[config.mk]
export PLATFORM = sky130hd
export DESIGN_NAME = pipe_result_rx
export DESIGN_NICKNAME = d
export VERILOG_FILES = /design/src/rtl/pipe_pkg.sv /design/src/rtl/pipe_rx_fifo.sv /design/src/rtl/pipe_result_rx.sv
export SDC_FILE = /design/constraint.sdc
export NUM_CORES = 1
export LEC_CHECK = 0
export ABC_AREA = 1
export BUFFER_PORTS_ARGS = -buffer_cell sky130_fd_sc_hd__buf_2
export CORE_UTILIZATION = 56
export DETAILED_ROUTE_END_ITERATION = 6
export PLACE_DENSITY = 0.81
export SETUP_SLACK_MARGIN = 0.5
export SLEW_MARGIN = 20
export SYNTH_ARGS = -nofsm -noshare
export SYNTH_HDL_FRONTEND = slang
export SYNTH_SLANG_ARGS = --single-unit
[constraint.sdc]
create_clock -name clk -period 2.6 [get_ports clk]
set_input_delay 0.13 -clock clk [delete_from_list [all_inputs] [get_ports clk]]
set_output_delay 0.13 -clock clk [all_outputs]
set_load 0.03 [all_outputs]
[src/rtl/pipe_pkg.sv]
// Shared defaults and sizing helpers for the pipeline result receiver.
package pipe_pkg;

  localparam int PIPE_N     = 10;
  localparam int PIPE_DEPTH = 4;

  function automatic int ptr_w(input int depth);
    return $clog2(depth);
  endfunction

endpackage

[src/rtl/pipe_rx_fifo.sv]
// Synchronous result FIFO with an unreset register-array store and a combinational head read.
module pipe_rx_fifo
  import pipe_pkg::*;
#(
  parameter int N     = PIPE_N,
  parameter int DEPTH = PIPE_DEPTH,
  parameter int CW    = $clog2(DEPTH + 1)
) (
  input  logic          clk,
  input  logic          rst_n,
  input  logic          i_push,
  input  logic [N-1:0]  i_wdata,
  input  logic          i_pop,
  output logic [N-1:0]  o_rdata,
  output logic [CW-1:0] o_count,
  output logic          o_empty,
  output logic          o_drop
);

  localparam int PW = ptr_w(DEPTH);

  logic [N-1:0]  r_mem [DEPTH];
  logic [PW-1:0] r_wr_ptr;
  logic [PW-1:0] r_rd_ptr;
  logic [CW-1:0] r_count;

  logic w_full;
  logic w_pop;
  logic w_push;

  assign w_full  = (r_count == CW'(DEPTH));
  assign o_empty = (r_count == '0);
  assign w_pop   = i_pop && !o_empty;
  // A pop on the same edge frees the slot, so a push at full still lands.
  assign w_push  = i_push && (!w_full || w_pop);
  assign o_drop  = i_push && w_full && !w_pop;

  assign o_rdata = r_mem[r_rd_ptr];
  assign o_count = r_count;

  always_ff @(posedge clk) begin
    if (!rst_n) begin
      r_wr_ptr <= '0;
      r_rd_ptr <= '0;
      r_count  <= '0;
    end else begin
      if (w_push) r_wr_ptr <= r_wr_ptr + PW'(1);
      if (w_pop)  r_rd_ptr <= r_rd_ptr + PW'(1);
      if (w_push && !w_pop)      r_count <= r_count + CW'(1);
      else if (!w_push && w_pop) r_count <= r_count - CW'(1);
    end
  end

  always_ff @(posedge clk) begin
    if (w_push) r_mem[r_wr_ptr] <= i_wdata;
  end

endmodule

[src/rtl/pipe_result_rx.sv]
// Pipeline result receiver: buffers results, hands them out over valid/ready,
// and grants issue credits so the buffer can never be overrun.
module pipe_result_rx
  import pipe_pkg::*;
#(
  parameter int N     = PIPE_N,
  parameter int DEPTH = PIPE_DEPTH,
  parameter int CW    = $clog2(DEPTH + 1)
) (
  input  logic          clk,
  input  logic          rst_n,
  input  logic          issue,
  input  logic          in_valid,
  input  logic [N-1:0]  in_data,
  output logic          issue_ok,
  output logic          out_valid,
  output logic [N-1:0]  out_data,
  input  logic          out_ready,
  output logic [CW-1:0] count,
  output logic          overflow,
  output logic          protocol_err
);

  localparam logic [CW:0] DEPTH_W = (CW+1)'(DEPTH);

  logic [CW-1:0] r_inflight;
  logic          r_overflow;
  logic          r_protocol_err;

  logic          w_empty;
  logic          w_drop;
  logic [CW:0]   w_committed;
  logic          w_iss_acc;
  logic          w_ret;

  pipe_rx_fifo #(.N(N), .DEPTH(DEPTH), .CW(CW)) u_fifo (
    .clk     (clk),
    .rst_n   (rst_n),
    .i_push  (in_valid),
    .i_wdata (in_data),
    .i_pop   (out_ready),
    .o_rdata (out_data),
    .o_count (count),
    .o_empty (w_empty),
    .o_drop  (w_drop)
  );

  assign out_valid = !w_empty;

  // Evaluated one bit wider so buffered + in-flight can never wrap.
  assign w_committed = {1'b0, count} + {1'b0, r_inflight};
  assign issue_ok    = (w_committed < DEPTH_W);
  assign w_iss_acc   = issue && issue_ok;
  assign w_ret       = in_valid && (r_inflight != '0);

  assign overflow     = r_overflow;
  assign protocol_err = r_protocol_err;

  always_ff @(posedge clk) begin
    if (!rst_n) begin
      r_inflight     <= '0;
      r_overflow     <= 1'b0;
      r_protocol_err <= 1'b0;
    end else begin
      if (w_iss_acc && !w_ret)      r_inflight <= r_inflight + CW'(1);
      else if (!w_iss_acc && w_ret) r_inflight <= r_inflight - CW'(1);
      if (w_drop) r_overflow <= 1'b1;
      if ((issue && !issue_ok) || (in_valid && r_inflight == '0))
        r_protocol_err <= 1'b1;
    end
  end

endmodule

== After elaboration in Yosys (flattened, before gate mapping) ==
Memory sizes are Yosys's and may differ from the RTL's. A register that Yosys moved wholly into a read port is not among the register bits.
Cells that the tools add are included.
Storage, ports and cells
  memories kept: 1
  bits of input ports: 15
  bits in registers: 12
  memory bits (writable): 40
  logic and storage cells: 50
Memories
  u_fifo.r_mem: depth 4, width 10, read ports 1, clocked after memory_dff 1, wr ports 1, RTL line pipe_rx_fifo.sv:22  | logic [N-1:0] r_mem [DEPTH];
Operators by class
  equality and inequality tests: 1
  magnitude comparators: 1
  multiplexer cells: 8
  reduce and logical (&&, ||, !) cells: 26
  add/sub/neg operators: 7
Operator list (count)
  $logic_and 1x1->1: 12
  $mux 3: 4
  $logic_not 1->1: 7
  $add 3x1->3 const B: 2
  $logic_not 3->1: 2
  $sub 3x1->3 const B: 2
  $add 2x1->2 const B: 2
  $add 3x3->4: 1
  $lt 4x3->1 const B: 1
  $mux 2: 2
  $reduce_bool 2->1: 2
  $eq 3x3->1 const B: 1
  $reduce_bool 3->1: 1
  $logic_or 1x1->1: 2
  $mux 1: 2

== Longest topological paths before layout ==
Gate-level depths: netlist of run 1.
  depth after elaboration: 9
  gate-level depth with buffers: 13

== Cells and area by module ==
Synthesis of run 1 repeated with hierarchy kept, for this count alone.
Second synthesis, totals
  cell total of the unflattened synthesis: 215
  area, all modules: 2309.7 µm²
Modules (own cells, without submodules)
  pipe_rx_fifo: instances 1, area each 1993.2 µm², cells each 170
  pipe_result_rx: instances 1, area each 316.6 µm², cells each 45

== Worst setup path after synthesis of run 1 ==
Ideal clock, no wire load.
  path type: flip-flop to flip-flop
  start: register u_fifo.r_count[1], in the netlist u_fifo.o_count[1]
  end: register r_inflight[2]
  setup slack: 0.430 ns
  stages on the path, launching flop included: 14
  buffers on the path: 0
  period minus slack after synthesis: 2.170 ns
  arrival time: 2.057 ns
  path through: dfxtp_1 > ha_1 > nand3_1 > nand3_1 > nor2_1 > ha_1 > inv_1 > fa_1 > inv_1 > nand2_1 > nand3_1 > nand2_1 > nand2_1 > nor2_1
Between the ends
  cells in the longest elaborated chain, start to end: 6
  elaborated cells on any way between the ends: 8
  those cells by class: add/sub: 1; order compare: 1; mux: 1; reduce/logical: 5
Ends and longest elaborated chain
  from (decl): RTL line pipe_rx_fifo.sv:25  | logic [CW-1:0] r_count;
  from (signal assigned): RTL line pipe_rx_fifo.sv:49  | if (w_push && !w_pop) r_count <= r_count + CW'(1);
  from (signal assigned): RTL line pipe_rx_fifo.sv:50  | else if (!w_push && w_pop) r_count <= r_count - CW'(1);
  $add 3x3->4 (*): RTL line pipe_result_rx.sv:51  | assign w_committed = {1'b0, count} + {1'b0, r_inflight};
  $lt 4x3->1 (*): RTL line pipe_result_rx.sv:52  | assign issue_ok = (w_committed < DEPTH_W);
  $logic_and 1x1->1 (*): RTL line pipe_result_rx.sv:53  | assign w_iss_acc = issue && issue_ok;
  $logic_not 1->1: RTL line pipe_result_rx.sv:66  | else if (!w_iss_acc && w_ret) r_inflight <= r_inflight - CW'(1);
  $logic_and 1x1->1: RTL line pipe_result_rx.sv:66
  $reduce_bool 2->1 (no line)
  to (signal assigned): RTL line pipe_result_rx.sv:65  | if (w_iss_acc && !w_ret) r_inflight <= r_inflight + CW'(1);
  to (signal assigned): RTL line pipe_result_rx.sv:66
  to (decl): RTL line pipe_result_rx.sv:26  | logic [CW-1:0] r_inflight;
Every way passes the cells marked *; elsewhere a longest branch is shown, timed or not.
A chain may end at the register's enable or synchronous reset.

== Worst setup path after layout of run 1 ==
Ends and elaborated chain as after synthesis.

==> flow_summary_export.csv, run 1 <==
group,metric,value,unit
grt,gr-total-overflow,0,
sta,rsz0062_at_grt,"true",
cts,cts_resized,0,
sta,slew_headroom,63.6,%
route,dr.pass1.iters,4,
cts,numCtsBuffers,5,
placement,dpl-instance-area,0.00253,mm²
critical_path,crit_chain,"ha_1, nand3_1, nand3_2, nor2_1, ha_2, inv_1, fa_2, inv_1, nand2_1, nand3_1, nand2_1, nand2_1, nor2_1",
synthesis,yosysUniqueCellTypes,20,
cts,cts_setup_buffers,0,
cells_and_area,finalInstanceArea,0.00266,mm²
floorplanning,initial_core_util,60.6,%
power,p_sw,1100,µW
cells_and_area,layout_common_cells,"edfxtp_1 (40), nor2_1 (36), buf_2 (31), inv_1 (28), o21ai_0 (23)",
placement,dp_cells,291,
cts,clk-insertion-delay-late,300,ps
cells_and_area,diodes,0,
cts,htreeDepth,2,
cells_and_area,nets,275,
critical_path,crit_path_frequent_cell,"nand2_1",
placement,portBuffers,31,
critical_path,r2r_slack,620,ps
critical_path,slowest_stage,"dfxtp_4",
synthesis,syn-num-nets,238,
synthesis,syn_area,0.00230,mm²
route,drc,0,
cells_and_area,final_common_cell,"edfxtp_1",
sta,period_share,76.3,%
sta,finalSetupTns,0,ps
cts,clock-sinks,54,
synthesis,synth-seq-cells,54,
sta,tightest_slew,546,ps
power,pwr-share-comb,38.7,%
route,met3_length,122,µm
critical_path,cp_slowest_stage_delay,380,ps
route,ant_nets,0,
worst_hold_path,min_path_type,"primary input to register",
critical_path,worst-path-buf-inv,2,
route,vias,1534,
cts,cts_tree,"yes",
power,cellPowerDensity,1050,mW/mm²
critical_path,critPathCaptureType,"register",
critical_path,path_max_fanout,5,
critical_path,reg2reg_to,"r_inflight[2]",
worst_hold_path,hold_depth,1,
floorplanning,rows,22,
floorplanning,die-area,0.00437,mm²
grt,first_global_vias,1433,
route,wl_per_cell,13.3,µm
route,top_layer,"met4",
critical_path,r2r_cells,13,
cells_and_area,syn_to_final_growth,15.8,%
critical_path,critPathLaunchType,"register",
sta,final_hold_viol_count,0,
grt,grt_pass1_wl,6440,µm
power,p_sw_share,39.5,%
cells_and_area,drive_gt1_share,23.1,%
status,status,"complete, no violations",
grt,grt_max_degree,22,
placement,hpwl,2620,µm
critical_path,cp.required,2810,ps
worst_hold_path,hp-start,"in_data[9]",
power,peakVddDrop,0.000742,V
power,clkPwrFrac,20.1,%
sta,fmax,504,MHz
critical_path,worstSetupPathType,"register to register",
critical_path,reg2reg_from,"u_fifo.o_count[1]",
route,dr_wl_met2,1910,µm
floorplanning,core_area,0.00380,mm²
floorplanning,ios,32,
worst_hold_path,hold-path-endpoint,"u_fifo.r_mem[3][9]",
floorplanning,die_x,66.1,µm
route,wl_met1,1840,µm
sta,drv_slew,0,
cts,clkSlewWorstSetupHoldPaths,100,ps
power,p_leak,0.00109,µW
grt,antenna_found_initial,0,
synthesis,synth_cells,213,
power,p_int,1690,µW
critical_path,crit_family,"adder cells",
sta,clock_skew,5.70,ps
critical_path,cp.arrival,2190,ps
floorplanning,die_h,66.1,µm
sta,setup_viol,0,
cts,cts_max_path_buffers,2,
route,drt_wl_total,3970,µm
cts,clockRootBuffer,"clkbuf_8",
placement,gp_congestion,0.822,
cells_and_area,fin_cells,299,
route,drtIter0Drc,81,
grt,grtUsageTotal,21.0,%
synthesis,seq_area_frac_synth,64.4,%
sta,min_period,1980,ps
run,cap_violations,0,
cts,ctsHoldBuffers,0,
power,seqPwrFrac,41.2,%
synthesis,avgSynthCellArea,10.8,µm²
synthesis,yosys_warnings,0,
route,vias_per_cell,5.13,
==> routing by layer <==
layer  track usage (%)  vias to the layer above
li1                  -                      794
met1              26.2                      708
met2              33.4                       26
met3              5.34                        6
met4              11.2                        0
met5                 0                        -
==> flip-flops by register name, summed over array words and instances, names as in the netlist, named ones only <==
signal and flops:
u_fifo.r_wr_ptr 2, r_inflight 3, overflow 1, u_fifo.r_mem 40, protocol_err 1, u_fifo.r_rd_ptr 2, u_fifo.o_count 3
==> cells in the mapped netlist <==
| cell type | n | area (µm²) |
|---|---|---|
| clkbuf_1 | 2 | 7.51 |
| a21oi_1 | 9 | 45.0 |
| buf_4 | 1 | 7.51 |
| nand2_2 | 1 | 6.26 |
| buf_2 | 3 | 15.0 |
| inv_1 | 28 | 105 |
| nand2_1 | 19 | 71.3 |
| ha_1 | 8 | 100 |
| nand3_2 | 1 | 10.0 |
| nand2_4 | 2 | 22.5 |
| nand4_1 | 1 | 6.26 |
| dfxtp_1 | 14 | 280 |
| o22ai_1 | 10 | 62.6 |
| clkbuf_2 | 1 | 5.00 |
| o21ai_0 | 24 | 120 |
| nand3_1 | 9 | 45.0 |
| nor2_1 | 37 | 139 |
| nor2_4 | 1 | 11.3 |
| edfxtp_1 | 40 | 1200 |
| fa_1 | 2 | 40.0 |
==> final cells by class <==
type,count,area (µm²)
Clock inverter,3,47.5
Multi-Input combinational cell,124,694
Timing Repair Buffer,37,200
Sequential cell,54,1490
Fill cell,284,1130
Clock buffer,5,68.8
Tap cell,48,60.1
Inverter,28,105
==> cell families (layout without fill, tap and decap cells) <==
| family | Yosys count | in the layout | share of synthesized area (%) |
|---|---|---|---|
| flops | 54 | 54 | 64.4 |
| fa+ha+maj | 10 | 10 | 6.09 |
| simple gates | 71 | 71 | 13.5 |
| compound gates | 43 | 43 | 9.90 |
| buf+inv | 35 | 73 | 6.09 |
==> worst max-delay path by stage <==
stage	startpoint	slack, ps	endpoint	cells after the start
floorplan	u_fifo.o_count[1]	600	r_inflight[2]	13
global placement	r_inflight[1]	660	r_inflight[2]	13
detailed placement	r_inflight[1]	580	r_inflight[2]	13
CTS	r_inflight[1]	560	r_inflight[2]	13
global route	u_fifo.o_count[2]	450	r_inflight[2]	11
finish	u_fifo.o_count[1]	620	r_inflight[2]	13
==> stage by stage <==
step           hold slack (ps)  util, %  worst slack, ps  total power (µW)
2_1_floorplan              229        -              603              1930
3_3_place_gp               344     66.6              662              2180
3_5_place_dp               345     66.6              579              2210
4_1_cts                   26.1     69.6              564              2770
5_1_grt                   24.2     70.1              450              2970
6_report                  30.0     70.1              617              2790
==> worst register-to-register path: stages, from the launching register on <==
cell	delay, ps
dfxtp_4	380
ha_1	300
nand3_1	100
nand3_2	80
nor2_1	130
ha_2	180
inv_1	60
fa_2	330
inv_1	60
nand2_1	50
nand3_1	80
nand2_1	60
nand2_1	50
nor2_1	30
==> power groups by stage <==
| stage | Sequential, µW | Combinational (µW) | Clock (µW) |
|---|---|---|---|
| floorplan | 1200 | 731 | 0 |
| global placement | 1160 | 1020 | 0 |
| detailed placement | 1160 | 1050 | 0 |
| CTS | 1140 | 1050 | 571 |
| global route | 1170 | 1200 | 600 |
| finish | 1150 | 1080 | 562 |
(Power assumes the default switching activity.)
==> inputs of run 2 (changes only) <==
ABC_AREA = 0   (was 1)
clock period = 1.85 ns   (was 2.6 ns; I/O delays follow)
==> run 2 against run 1 <==
Effect of this change:
- the run now ends with negative setup slack left
- first-iteration DRC count increased by 4.9%
- sequential power increased by 43%
- via count decreased by 12%
- clock skew about the same
- largest cell class unchanged
==> flow_summary_export.csv, run 2 <==
group,metric,value,unit
cells_and_area,seqCellArea,0.00150,mm²
critical_path,slowest_stage,"dfxtp_2",
sta,whs,1.35,ps
grt,antenna_found_initial,0,
critical_path,cp.arrival,2560,ps
critical_path,cp.required,2100,ps
route,vias,1354,
cells_and_area,nets,224,
synthesis,synth-seq-cells,54,
synthesis,synth_edf_count,40,
floorplanning,ios,32,
synthesis,avgSynthCellArea,17.2,µm²
route,vias_per_cell,5.46,
placement,dpl-instance-area,0.00259,mm²
sta,rsz0062_at_grt,"true",
floorplanning,die_x,64.9,µm
synthesis,syn-num-nets,154,
route,top_layer,"met4",
synthesis,netlist.area_leader.share,54.2,%
cells_and_area,finalInstanceArea,0.00309,mm²
run,cap_violations,0,
floorplanning,rows,22,
placement,portBuffers,31,
critical_path,worstSetupPathDepth,10,
cts,clock-sinks,54,
critical_path,crit_path_frequent_cell,"ha_4",
route,met3_length,160,µm
power,finalPower,4890,µW
critical_path,worstSetupPathType,"register to register",
sta,drv_slew,0,
power,cellPowerDensity,1580,mW/mm²
route,wl_met1,1900,µm
critical_path,r2r_cells,10,
sta,tightest_slew,427,ps
grt,gr-total-overflow,0,
status,violations,"negative setup slack",
synthesis,yosys_warnings,0,
cells_and_area,diodes,0,
synthesis,syn_area,0.00222,mm²
cells_and_area,layout_common_cells,"edfxtp_1 (40), buf_2 (19), buf_6 (16), buf_4 (16), mux4_2 (10)",
synthesis,synth_cells,129,
route,dr_wl_met2,2330,µm
route,wl_per_cell,17.9,µm
sta,slew_headroom,71.1,%
cts,cts_tree,"yes",
cts,clockRootBuffer,"clkbuf_8",
cells_and_area,largest_reg_flops,40,
sta,period_share,125,%
floorplanning,core_area,0.00372,mm²
synthesis,synth_area_leaders,"edfxtp_1 (54%), dfxtp_1 (13%), mux4_2 (10%)",
synthesis,yosysUniqueCellTypes,28,
critical_path,critPathCaptureType,"register",
sta,fin_ws,-458,ps
sta,min_period,2310,ps
cells_and_area,syn_to_final_growth,39.2,%
grt,first_global_vias,1345,
power,p_leak,0.00118,µW
floorplanning,initial_core_util,59.6,%
power,peakVddDrop,0.000956,V
placement,hpwl,2520,µm
cells_and_area,multiInputGateArea,836,µm²
cells_and_area,drive_gt1_share,52.0,%
synthesis,seq_area_frac_synth,66.9,%
status,status,"finished with violations",
placement,gp_congestion,0.770,
route,drtIter0Drc,85,
sta,clock_skew,5.76,ps
cells_and_area,fillers,180,
sta,setup_viol,4,
synthesis,synthArstFlopShare,0,%
sta,final_hold_viol_count,0,
cts,clkSlewWorstSetupHoldPaths,100,ps
sta,fmax,433,MHz
critical_path,worst-path-buf-inv,1,
synthesis,synthFlopType,"edfxtp_1",
worst_hold_path,hold_depth,1,
critical_path,critPathLaunchType,"register",
synthesis,yosys-top-cells-count,"edfxtp_1 (40), dfxtp_1 (14), and2_1 (10), mux4_2 (10), ha_1 (8)",
grt,grtUsageTotal,22.2,%
route,ant_nets,0,
critical_path,cp_slowest_stage_delay,350,ps
floorplanning,die_h,64.9,µm
critical_path,path_max_fanout,2,
synthesis,yosysMostFrequentCell,"edfxtp_1",
cts,clk-insertion-delay-late,310,ps
cells_and_area,final_common_cell,"edfxtp_1",
sta,finalSetupTns,-1180,ps
worst_hold_path,min_path_type,"primary input to register",
route,dr.pass1.iters,4,
route,drc,0,
grt,grt_max_degree,18,
critical_path,r2r_slack,-460,ps
synthesis,synth_largest_area_cell,"edfxtp_1",
critical_path,crit_family,"simple AND/OR/NAND/NOR gates",
route,drt_wl_total,4450,µm
cts,cts_max_path_buffers,2,
grt,grt_pass1_wl,6620,µm
cells_and_area,regMostFlops,"u_fifo.r_mem",
cts,numCtsBuffers,5,
critical_path,crit_chain,"ha_4, and3_4, nor4_4, and2_4, ha_4, inv_2, fa_2, xor2_1, or3_1, a21boi_2",
floorplanning,die-area,0.00421,mm²
cts,htreeDepth,2,
==> run 2: cell types whose count changed in the layout (fill, tap and decap cells not counted), moves of 10 or more <==
cell / before / now
o21ai_0: 23 / 2
nand2_1: 18 / 6
inv_1: 28 / 2
buf_6: 0 / 16
o22ai_1: 10 / 0
nor2_1: 36 / 0
mux4_2: 0 / 10
buf_4: 6 / 16
buf_2: 31 / 19
==> run 2: stage by stage <==
stage	setup WS [ps]	utilization (%)	cells
floorplan	-790	-	129
global placement	-404	69.6	220
detailed placement	-491	69.6	220
CTS	-463	80.0	241
global route	-578	83.0	248
finish	-458	83.0	248
==> run 2: logic make-up (layout without fill, tap and decap cells) <==
group | after synthesis | in the layout | share of synthesized area, %
xor+xnor | 6 | 6 | 2.37
simple gates | 29 | 33 | 8.07
flops | 54 | 54 | 66.9
buf+inv | 8 | 75 | 1.75
compound gates | 8 | 8 | 2.65
mux | 14 | 14 | 12.0
fa+ha+maj | 10 | 10 | 6.32
==> run 2: area by class of cell <==
| class | instances | share of cell area, % |
|---|---|---|
| flip-flops and latches | 54 | 48.6 |
| multi-input cells | 71 | 27.1 |
| repair buffers | 63 | 18.2 |
| clock buffers | 5 | 2.23 |
| well taps | 48 | 1.95 |
| clock inverters | 3 | 1.42 |
| inverters | 4 | 0.487 |
==> run 2: final timing paths <==
kind | from | endpoint
worst max-delay path | r_inflight[1] | r_inflight[2]
worst min-delay path | in_data[8] | u_fifo.r_mem[0][8]
worst max register to register | r_inflight[1] | r_inflight[2]
worst min register to register | protocol_err | protocol_err
==> run 2: worst reg2reg max path, delay by kind of cell, from the launching register on <==
kind,cells,cell delay [ps]
AOI/OAI and AO/OA,1,120
and+or+nand+nor,4,930
adders and majority gates,3,670
xor gates and xnor gates,1,150
DFF,1,350
buffers and inverters,1,30
==> run 2: power breakdown <==
| group | total (µW) | internal [µW] | switching (µW) | leakage [µW] |
|---|---|---|---|---|
| registers | 1640 | 1510 | 137 | 0.000486 |
| logic | 2470 | 1330 | 1140 | 0.000640 |
| clock network | 781 | 406 | 376 | 0.0000585 |
| total | 4890 | 3240 | 1650 | 0.00118 |
==> run 2: timing repair <==
action / CTS / global route
gates resized for setup: 47 / 10
pin swaps: 7 / 7
gates cloned: 5 / 1
hold buffers: 6 / 1
setup endpoints to repair: 58 / 61
setup buffers: 2 / 5
endpoints found under the hold margin: 24 / 4
==> run 2: layer usage <==
metal,GRT usage (%),up-vias
met5,0,-
met4,6.67,0
met3,6.51,8
met2,38.2,32
met1,26.9,687
li1,-,627
==> inputs of run 3 (changes only) <==
CORE_UTILIZATION = 58   (was 56)
CTS_BUF_LIST = sky130_fd_sc_hd__clkbuf_2   (was default)
GPL_ROUTABILITY_DRIVEN = 0   (was default)
PLACE_DENSITY = 0.84   (was 0.81)
==> run 3 against run 2 <==
Effect of this change:
- the flow still finishes with violations (negative setup slack)
- highest routed layer unchanged
- via count is 8.7% higher
- largest power group unchanged
- first-iteration DRC count increased by 16%
- sequential power about the same
- non-clock buffer count grew 15
==> flow_summary_export.csv, run 3 (synthesis results as in run 2) <==
group,metric,value,unit
critical_path,reg2reg_from,"r_inflight[1]",
floorplanning,core_area,0.00366,mm²
cts,cts_max_path_buffers,2,
sta,drv_slew,0,
power,peakVddDrop,0.00143,V
critical_path,cp_slowest_stage_delay,400,ps
cts,clockRootBuffer,"clkbuf_2",
route,drtIter0Drc,99,
grt,first_global_vias,1525,
critical_path,path_max_fanout,2,
critical_path,r2r_slack,-480,ps
cells_and_area,syn_to_final_growth,43.3,%
sta,tightest_slew,302,ps
cts,clkSlewWorstSetupHoldPaths,250,ps
critical_path,worstSetupPathDepth,10,
floorplanning,rows,22,
critical_path,cp.arrival,2730,ps
floorplanning,ios,32,
sta,fin_ws,-477,ps
critical_path,worstSetupPathType,"register to register",
sta,setup_viol,5,
cells_and_area,final_common_cell,"edfxtp_1",
status,status,"finished with violations",
sta,period_share,126,%
placement,pre_cts_ws,-475,ps
power,cellPowerDensity,1500,mW/mm²
cells_and_area,largest_reg_flops,40,
placement,portBuffers,31,
run,cap_violations,0,
grt,antenna_found_initial,0,
route,ant_nets,0,
critical_path,slowest_stage,"dfxtp_2",
floorplanning,die_h,63.8,µm
grt,grt_max_degree,18,
cts,htreeDepth,2,
placement,hpwl,2570,µm
critical_path,reg2reg_to,"r_inflight[2]",
critical_path,r2r_cells,10,
power,p_leak,0.00123,µW
critical_path,crit_chain,"ha_4, and3_4, nor4_4, and2_4, ha_4, inv_2, fa_2, xor2_1, or3_1, a21boi_1",
floorplanning,die_x,63.8,µm
critical_path,cp-startpoint,"r_inflight[1]",
critical_path,endpoint,"r_inflight[2]",
sta,slew_headroom,79.8,%
cells_and_area,layout_common_cells,"edfxtp_1 (40), buf_6 (31), buf_2 (19), buf_4 (15), dlygate4sd3_1 (13)",
cells_and_area,fillers,153,
critical_path,cp.required,2250,ps
cts,cts_tree,"yes",
cells_and_area,diodes,0,
worst_hold_path,min_path_type,"primary input to register",
critical_path,crit_path_frequent_cell,"ha_4",
grt,gr-total-overflow,0,
cts,clock-sinks,54,
cts,clk-insertion-delay-late,440,ps
route,wl_per_cell,20.5,µm
critical_path,crit_family,"simple AND/OR/NAND/NOR gates",
status,violations,"negative setup slack",
cells_and_area,drive_gt1_share,53.5,%
route,drc,0,
sta,min_period,2330,ps
sta,rsz0062_at_grt,"true",
route,vias_per_cell,5.60,
critical_path,critPathLaunchType,"register",
floorplanning,initial_core_util,60.5,%
cells_and_area,regMostFlops,"u_fifo.r_mem",
critical_path,critPathCaptureType,"register",
floorplanning,die-area,0.00407,mm²
cells_and_area,nets,239,
cts,numCtsBuffers,5,
grt,grt_pass1_wl,7610,µm
route,vias,1472,
sta,clock_skew,21.7,ps
sta,whs,151,ps
route,dr.pass1.iters,4,
sta,final_hold_viol_count,0,
route,drt_wl_total,5390,µm
grt,grtUsageTotal,26.5,%
critical_path,worst-path-buf-inv,1,
sta,fmax,430,MHz
-- run 3: cell types whose count changed in the layout (fill, tap and decap cells not counted), sizes merged --
cell | before | now
bufinv | 1 | 0
clkbuf | 6 | 5
clkinv | 1 | 2
dlygate4sd3 | 7 | 13
clkinvlp | 0 | 1
inv | 5 | 4
buf | 55 | 65
-- run 3: power by group --
group          total (µW)  leakage, µW  internal, µW  switching (µW)
Combinational        2680     0.000721          1430            1250
Sequential           1660     0.000486          1510             151
Clock                 433    0.0000264          85.9             347
Total                4770      0.00123          3020            1750
-- run 3: metal layers --
layer  track usage, %  share of wire [%]  vias up  routed length (µm)
li1                 -                  -      660                   -
met1             33.2                 40      736                2130
met2             44.9                 51       65                2750
met3             6.07                8.3       11                 445
met4             9.94                1.0        0                  56
met5                0                  0        -                   0
-- run 3: worst min-delay path by stage --
stage | startpoint | endpoint | slack (ps) | depth (start not counted)
global placement | in_data[7] | u_fifo.r_mem[1][7] | 300 | 1
detailed placement | in_data[1] | u_fifo.r_mem[1][1] | 310 | 1
floorplan | in_data[0] | u_fifo.r_mem[0][0] | 190 | 0
finish | issue | r_inflight[2] | 150 | 5
CTS | out_ready | overflow | 30 | 4
global route | out_ready | register | 130 | 4
-- run 3: tightest hold or removal path, cell delays in order --
cell and delay, ps:
buf_2 80, and2_4 140, ha_4 130, or3_1 100, a21boi_1 50
-- run 3: final cells by class --
type,count,area (µm²),area share (%)
clock buffer,5,25.0,0.788
tap,48,60.1,1.89
inverter,4,15.0,0.473
clock inverter,3,16.3,0.512
timing repair buffer,78,687,21.6
sequential,54,1500,47.2
multi-input combinational,71,873,27.5
-- run 3: metrics by stage --
stage          setup TNS (ps)  area [µm²]  util, %  cells  power [µW]
2_1_floorplan           -1810        2280        -    129        2860
3_3_place_gp             -977        2600     71.1    222        3410
3_5_place_dp            -1160        2600     71.1    222        3480
4_1_cts                  -965        3040     83.0    255        4390
5_1_grt                 -1730        3180     86.7    263        4970
6_report                -1190        3180     86.7    263        4770
-- run 3: repair_timing --
action / in CTS / in global routing
pin swaps: 8 / 4
setup buffers: 7 / 8
setup endpoints to repair: 61 / 65
hold buffers: 13 / 0
resized for setup: 57 / 14
gates cloned: 5 / 0
hold endpoints to repair: 43 / 0
